===== config.mk =====
export PLATFORM = sky130hd
export DESIGN_NAME = mux2_arbiter
export DESIGN_NICKNAME = d
export VERILOG_FILES = /design/src/rtl/mux2_arb_pkg.sv /design/src/rtl/mux2.sv /design/src/rtl/mux2_arbiter.sv
export SDC_FILE = /design/constraint.sdc
export NUM_CORES = 1
export LEC_CHECK = 0
export ABC_AREA = 1
export BUFFER_PORTS_ARGS = -buffer_cell sky130_fd_sc_hd__buf_2
export CORE_AREA = 10 10 47 49
export CTS_CLUSTER_DIAMETER = 50
export DETAILED_ROUTE_END_ITERATION = 10
export DIE_AREA = 0 0 57 59
export GPL_TIMING_DRIVEN = 0
export HOLD_SLACK_MARGIN = 0.06
export PLACE_DENSITY = 0.57
export SETUP_SLACK_MARGIN = 0.3
export SKIP_LAST_GASP = 1
export SLEW_MARGIN = 10
export SYNTH_ARGS = -nofsm -noshare
export SYNTH_HDL_FRONTEND = slang
export SYNTH_HIERARCHICAL = 1
export SYNTH_SLANG_ARGS = --single-unit

===== constraint.sdc =====
create_clock -name clk -period 3.71 [get_ports clk]
set_input_delay 0.1855 -clock clk [delete_from_list [all_inputs] [get_ports clk]]
set_output_delay 0.1855 -clock clk [all_outputs]
set_load 0.01 [all_outputs]

===== src/rtl/mux2_arb_pkg.sv =====
// Shared types and constants for the two-requester round-robin mux arbiter.
package mux2_arb_pkg;

    typedef enum logic [1:0] {
        IDLE = 2'b00,
        OWN0 = 2'b01,
        OWN1 = 2'b10
    } arb_state_e;

    // Last-served index out of reset; 1 lets requester 0 win the first tie.
    localparam logic LAST_RST = 1'b1;

    // Tie winner is whichever requester was not served most recently.
    function automatic arb_state_e tie_winner(input logic last);
        return last ? OWN0 : OWN1;
    endfunction

endpackage


===== src/rtl/mux2.sv =====
// Single-bit 2:1 mux cell; s=0 passes a, s=1 passes b.
module mux2 (
    input  logic a,
    input  logic b,
    input  logic s,
    output logic y
);

    assign y = s ? b : a;

endmodule


===== src/rtl/mux2_arbiter.sv =====
// Round-robin arbiter owning a 2:1 mux select, with a registered data output.
// Optional forced handoff after MAX_HOLD grant cycles when MUX2_ARB_TIMEOUT_EN is defined.
module mux2_arbiter
    import mux2_arb_pkg::*;
#(
    parameter int WIDTH    = 1,
    parameter int MAX_HOLD = 8
) (
    input  logic             clk,
    input  logic             rst_n,
    input  logic             req0,
    input  logic             req1,
    input  logic [WIDTH-1:0] d0,
    input  logic [WIDTH-1:0] d1,
    output logic             gnt0,
    output logic             gnt1,
    output logic             sel,
    output logic [WIDTH-1:0] y,
    output logic             y_valid
);

    arb_state_e       state;
    arb_state_e       state_d;
    logic             last;
    logic             last_d;
    logic             sel_d;
    logic             hold_expired;
    logic [WIDTH-1:0] mux_y;

    if (MAX_HOLD < 2) begin : g_bad_max_hold
        $error("mux2_arbiter: MAX_HOLD must be at least 2");
    end

`ifdef MUX2_ARB_TIMEOUT_EN
    localparam int CW = $clog2(MAX_HOLD);
    localparam logic [CW-1:0] HOLD_LAST = CW'(MAX_HOLD - 1);

    logic [CW-1:0] hold_cnt;

    // Saturates at MAX_HOLD-1 so an uncontested owner keeps the grant.
    always_ff @(posedge clk or negedge rst_n) begin
        if (!rst_n) begin
            hold_cnt <= '0;
        end else if (state_d != state) begin
            hold_cnt <= '0;
        end else if (state != IDLE && hold_cnt != HOLD_LAST) begin
            hold_cnt <= hold_cnt + 1'b1;
        end
    end

    assign hold_expired = (hold_cnt == HOLD_LAST);
`else
    assign hold_expired = 1'b0;
`endif

    always_comb begin
        state_d = state;
        case (state)
            IDLE: begin
                if (req0 && req1) begin
                    state_d = tie_winner(last);
                end else if (req0) begin
                    state_d = OWN0;
                end else if (req1) begin
                    state_d = OWN1;
                end
            end
            OWN0: begin
                if (!req0) begin
                    state_d = req1 ? OWN1 : IDLE;
                end else if (req1 && hold_expired) begin
                    state_d = OWN1;
                end
            end
            OWN1: begin
                if (!req1) begin
                    state_d = req0 ? OWN0 : IDLE;
                end else if (req0 && hold_expired) begin
                    state_d = OWN0;
                end
            end
            default: state_d = IDLE;
        endcase
    end

    // In IDLE the select and last-served index keep their previous values.
    always_comb begin
        last_d = last;
        sel_d  = sel;
        if (state_d == OWN0) begin
            last_d = 1'b0;
            sel_d  = 1'b0;
        end else if (state_d == OWN1) begin
            last_d = 1'b1;
            sel_d  = 1'b1;
        end
    end

    always_ff @(posedge clk or negedge rst_n) begin
        if (!rst_n) begin
            state <= IDLE;
            last  <= LAST_RST;
            gnt0  <= 1'b0;
            gnt1  <= 1'b0;
            sel   <= 1'b0;
        end else begin
            state <= state_d;
            last  <= last_d;
            gnt0  <= (state_d == OWN0);
            gnt1  <= (state_d == OWN1);
            sel   <= sel_d;
        end
    end

    for (genvar i = 0; i < WIDTH; i++) begin : g_mux
        mux2 u_mux2 (
            .a(d0[i]),
            .b(d1[i]),
            .s(sel),
            .y(mux_y[i])
        );
    end

    always_ff @(posedge clk or negedge rst_n) begin
        if (!rst_n) begin
            y       <= '0;
            y_valid <= 1'b0;
        end else begin
            y       <= mux_y;
            y_valid <= gnt0 | gnt1;
        end
    end

endmodule


==> results.md, run 1 <==
* Final setup viols at 0
* Post-cts repair resize count at 0
* Util after Layout at 34.20%
* Crit Path Category: reg -> reg
* Cts hold-fix bufs at 1
* PD cells at 611.8 nW/µm²
* Fmax at 637.9 MHz
* Worst-path clk slew at 0.06 ns
* Die height at 59 µm
* Layout net count at 67
* Die width at 57 µm
* CTS tree: built
* Sink Count at 8
* Final Hold Fails at 0
* Final ANT Viol Nets at 0
* Final Wtd Congestion at 0.7059
* Simple logic cell fraction of the synthesized area at 27.18%
* Most frequent cells in the layout: 14 x nand2_1, 10 x buf_2, 7 x dfrtp_1
* Row cnt at 14
* Pint at 196.9 µW
* Post-CTS Setup Bufs at 0
* Total GRT Usage at 4.884%
* CP Max Fanout at 4
* H-Tree Depth at 1
* Antenna violations before repair at 0
* Synthesized area at 372.9 µm²
* Area share of fa/ha/maj cells after synthesis at 10.07%
* Switching pwr at 96.29 µW
* Total wire length at 690 µm
* Dpl ws at 2.149 ns
* Global route overflow at 0
* Core ar. at 1401 µm²
* PortBufs at 10
* # fillers at 149
* Most common cell after layout, fill and taps aside: nand2_1
* CTS Buf Count at 3
* Io pins at 11
* Dpl hpwl at 539.1 µm
* First-pass DRT Iterations at 2
* Clk network pwr share at 25.1%
* Layout area overhead at 28.52%
* Residual DRC at 0
* CTS Buffer Depth at 2
* Via Count at 299
* XOR/XNOR Fraction of Synth Area at 0%
* CP startpoint kind: flop
* CP endpoint kind: flop
* Die area at 3363 µm²
* Number of global-route vias before repair at 274
* CTS Root Cell: clkbuf_4
* Min-delay worst type: in -> reg
* Fin cells at 73
* Seq/Total Area, Yosys at 54.03%
* Netlist cell types at 14
* Status: finished clean
* Hold slack at 0.1140 ns
* # Max-Cap Violations at 0
* Main combinational cell family by area after synthesis: simple AND/OR/NAND/NOR gates
* Multiplexer share of the synthesized area at 0%
* YS warnings at 6
* Placed cells at 68
* Pin count of the biggest net entering global routing at 9
* Worst setup margin at 2.142 ns
* Final setup skew at 0.008213 ns
* DR iter-0 viols at 2
* Crit path required time at 3.91 ns
* Slew margin rel. at 88.50%
* Design Power at 293.2 µW
* Pleak at 0.2717 nW
* Register bit total from synthesis at 8
* Global-route wire length before repair at 1166 µm
* Placed Area at 442.9 µm²
* RSZ-0062 raised after global routing: false
* Syn nets at 51
* Maximum vdd drop at 234.1 µV
* Diode count at 0
* Synth Area in Compound Gates at 2.685%
* Syn avg cell area at 8.878 µm²
* Synthesized instance count at 42
* Share of cells above drive strength 1 at 35.09%
* Period minus WS final at 1.568 ns
* Worst-Skew Late Latency at 0.26 ns
* Final Slew Violations at 0
* Post-route cell area at 479.2 µm²
* Worst-Margin Slew at 0.1725 ns
* Fraction of the cycle the final worst path needs at 42.26%
* Combinational power share at 29.5%
* Setup TNS at 0 ns
* Reg power frac at 45.5%
* Mean routed wirelength per cell at 9.452 µm
* Post-DR vias/cell at 4.096
* Sw Share at 32.84%
* Initial Utilization at 26.61%
* CP Data Arrival Time at 1.77 ns
## final timing paths
check,to,depth (start not counted),slack (ns),startpoint
min,y,3,0.11,d0
max reg2reg,last,8,2.14,last
max,last,8,2.14,last
min in group asynchronous,gnt1,2,0.28,rst_n
max in group asynchronous,last,2,3.19,rst_n
min reg2reg,y_valid,1,0.46,gnt1
## registers in the layout (all words and copies together) (netlist names)
register and count:
state 2, last 1, y_valid 1, y 1, gnt1 1, gnt0 1, sel 1
## worst max-delay path, stage by stage, from the launching register on
cell     delay, ns
dfstp_2       0.53
nand2_1       0.08
nand2_1       0.06
nand2_1       0.05
nand2_2       0.09
inv_2         0.03
ha_1          0.30
or2_2         0.29
nand2_1       0.07
## cell type report
type                    instances  area, µm²  area share (%)
inverters                       6      22.52           4.700
well taps                      16      20.02           4.178
flip-flops and latches          8      201.4           42.04
multi-input cells              28      148.9           31.07
repair buffers                 11      60.06           12.53
clock buffers                   4      26.28           5.483
## power by group through the flow
stage / Sequential [mW] / Combinational [mW] / Clock, mW
finish: 0.133 / 0.0865 / 0.0735
global route: 0.138 / 0.102 / 0.0819
CTS: 0.134 / 0.0888 / 0.0783
detailed placement: 0.136 / 0.0874 / 0
global placement: 0.135 / 0.0874 / 0
floorplan: 0.142 / 0.0477 / 0
## cells by family after synthesis
group / count (synthesis)
flip-flops: 8
adder cells (fa/ha/maj): 3
AO/OA/AOI/OAI: 2
buffers and inverters: 6
AND/OR/NAND/NOR: 23
## synth_stat cells (all sizes together)
master   n  area (µm²)
a21oi    1       5.000
dfrtp    7       175.2
dfstp    1       26.28
ha       3       37.54
inv      6       22.52
nand2   15       58.81
nand3    1       5.000
nand3b   1       7.510
nor2     4       17.52
o21ai    1       5.000
or2      2       12.51
## metal layers
metal,track usage (%),vias to the layer above,share of wire [%]
li1,-,155,-
met1,4.019,130,37
met2,6.512,9,45
met3,4.721,5,14
met4,5.034,0,4.2
met5,0,-,0
Note: power is estimated with default switching activity, not from simulation.
==> inputs of run 2 (changes only) <==
==> constraint.sdc (replaced) <==
create_clock -name clk -period 1.55 [get_ports clk]
set_input_delay 0.0775 -clock clk [delete_from_list [all_inputs] [get_ports clk]]
set_output_delay 0.0775 -clock clk [all_outputs]
set_load 0.01 [all_outputs]
==> run 2 against run 1 <==
First-iteration DRC count shrank 100%. Utilization increased by 3.4 points. Design area rose by 9.9%. Sequential share of layout area is 3.8 points lower. Critical endpoint unchanged. Largest cell class unchanged.
==> results.md, run 2 (same netlist as run 1, synthesis figures left out) <==
* Antenna violations before repair at 0 (unchanged)
* Residual DRC at 0 (unchanged)
* Final setup skew at 0.002939 ns (-0.005273 ns)
* Via Count at 313 (+4.7%)
* Share of cells above drive strength 1 at 43.33% (+8.2 points)
* Crit Path Category: reg -> reg
* CP Data Arrival Time at 1.59 ns (-0.18 ns)
* Pin count of the biggest net entering global routing at 9 (unchanged)
* Sink Count at 8 (unchanged)
* Total GRT Usage at 4.559% (-0.33 points)
* Total wire length at 698 µm (+1.2%)
* CP Max Fanout at 3 (-1)
* First-pass DRT Iterations at 1 (-1)
* Most frequent cells in the layout: 12 x nand2_1, 10 x buf_2, 7 x dfrtp_1
* Placed Area at 462.9 µm² (+4.5%)
* Final ANT Viol Nets at 0 (unchanged)
* GRT met1 Usage at 4.573% (+0.55 points)
* Top reg by flops: state
* Dpl ws at 0.1390 ns (-2.010 ns)
* Post-route cell area at 526.8 µm² (+9.9%)
* Slew margin rel. at 88.28% (-0.22 points)
* Die width at 57 µm (unchanged)
* CTS Buf Count at 3 (unchanged)
* RSZ-0062 raised after global routing: true
* Die area at 3363 µm² (unchanged)
* Max reg flops at 2 (unchanged)
* CTS tree: built
* Design Power at 745.2 µW (+150%)
* # Max-Cap Violations at 0 (unchanged)
* Mean routed wirelength per cell at 9.184 µm (-2.8%)
* CP endpoint kind: flop
* CTS Buffer Depth at 2 (unchanged)
* Fraction of the cycle the final worst path needs at 90.03% (+48 points)
* Pleak at 0.2876 nW (+5.8%)
* Worst-path clk slew at 0.06 ns (about the same)
* GRT Max-Usage Layer: met2
* Final Wtd Congestion at 0.6223 (-12%)
* Row cnt at 14 (unchanged)
* Worst-Skew Late Latency at 0.25 ns (about the same)
* Final setup viols at 0 (unchanged)
* Global route overflow at 0 (unchanged)
* Grt met3 use at 2.575% (-2.1 points)
* DR iter-0 viols at 0 (-2)
* Setup TNS at 0 ns (unchanged)
* Post-DR vias/cell at 4.118 (+0.55%)
* Met2 usage at 7.132% (+0.62 points)
* H-Tree Depth at 1 (unchanged)
* Final Hold Fails at 0 (unchanged)
* Final Slew Violations at 0 (unchanged)
* PortBufs at 10 (unchanged)
* Min-delay worst type: in -> reg
* Status: finished clean
* CTS Root Cell: clkbuf_4
* Period minus WS final at 1.395 ns (-0.1723 ns)
* Layout net count at 70 (+4.5%)
* PD cells at 1415 nW/µm² (+130%)
* Core ar. at 1401 µm² (unchanged)
* Global-route wire length before repair at 1200 µm (+2.9%)
* Most common cell after layout, fill and taps aside: nand2_1
* Fmax at 716.6 MHz (+12%)
* Die height at 59 µm (unchanged)
* Diode count at 0 (unchanged)
* Crit path required time at 1.74 ns (-2.17 ns)
* Initial Utilization at 26.61% (unchanged)
* Layout area overhead at 41.27%
* Io pins at 11 (unchanged)
* Worst-Margin Slew at 0.1759 ns (+0.003340 ns)
* Maximum vdd drop at 645.2 µV (+180%)
* Number of global-route vias before repair at 331 (+21%)
* CP startpoint kind: flop
* Worst setup margin at 0.1546 ns (-1.988 ns)
==> run 2: cell types whose count changed in the layout (fill, tap and decap cells not counted) <==
cell,previous run,this run
buf_4,0,2
nand2_1,14,12
nand2_2,1,3
dlygate4sd3_1,1,2
ha_1,3,2
ha_4,0,1
nor2_1,3,2
nor2_2,1,2
or2_2,2,1
or2_4,0,1
==> run 2: stage by stage <==
stage / utilization, % / hold WS, ns / instances
floorplan: - / -0.2181 / 42
global placement: 33.04 / -0.07296 / 68
detailed placement: 33.04 / -0.07127 / 68
CTS: 37.77 / 0.1219 / 76
global route: 37.59 / 0.06508 / 76
finish: 37.59 / 0.03062 / 76
==> run 2: path summary, 6_finish.rpt <==
kind,end,slack [ns],cells past startpoint,from
max,last,0.15,8,last
min,y,0.03,3,d1
max reg2reg,last,0.15,8,last
min reg2reg,y_valid,0.46,1,gnt0
max in group asynchronous,last,1.13,2,rst_n
min in group asynchronous,sel,0.19,2,rst_n
==> run 2: timing repair <==
item	CTS	global route
buffers inserted	1	1
gates resized for setup	1	0
endpoints found under the setup margin	2	3
pin swaps	1	2
endpoints found under the hold margin	9	0
hold buffers	3	0
==> run 2: critical path: stages (launching register included) <==
cell and delay (ns):
dfstp_2 0.53, nand2_2 0.06, nand2_1 0.06, nand2_1 0.06
nand2_2 0.09, inv_2 0.05, ha_4 0.21, or2_4 0.23
nand2_1 0.06
==> run 2: per-layer routing <==
layer / up-vias / wire length [µm]
met2: 8 / 317
met3: 0 / 59
met4: 0 / 0
met1: 141 / 320
met5: - / 0
li1: 164 / -
==> run 2: power breakdown <==
part           internal [mW]  switching (mW)  total [mW]
clock network         0.0983          0.0679       0.166
logic                  0.124           0.135       0.259
registers              0.283          0.0374       0.320
==> run 2: cell type report <==
cell class / instances / area [µm²]
fillers: 158 / 874.6
well taps: 16 / 20.02
flip-flops and latches: 8 / 201.4
clock buffers: 4 / 26.28
inverters: 6 / 22.52
multi-input cells: 28 / 171.4
repair buffers: 14 / 85.08
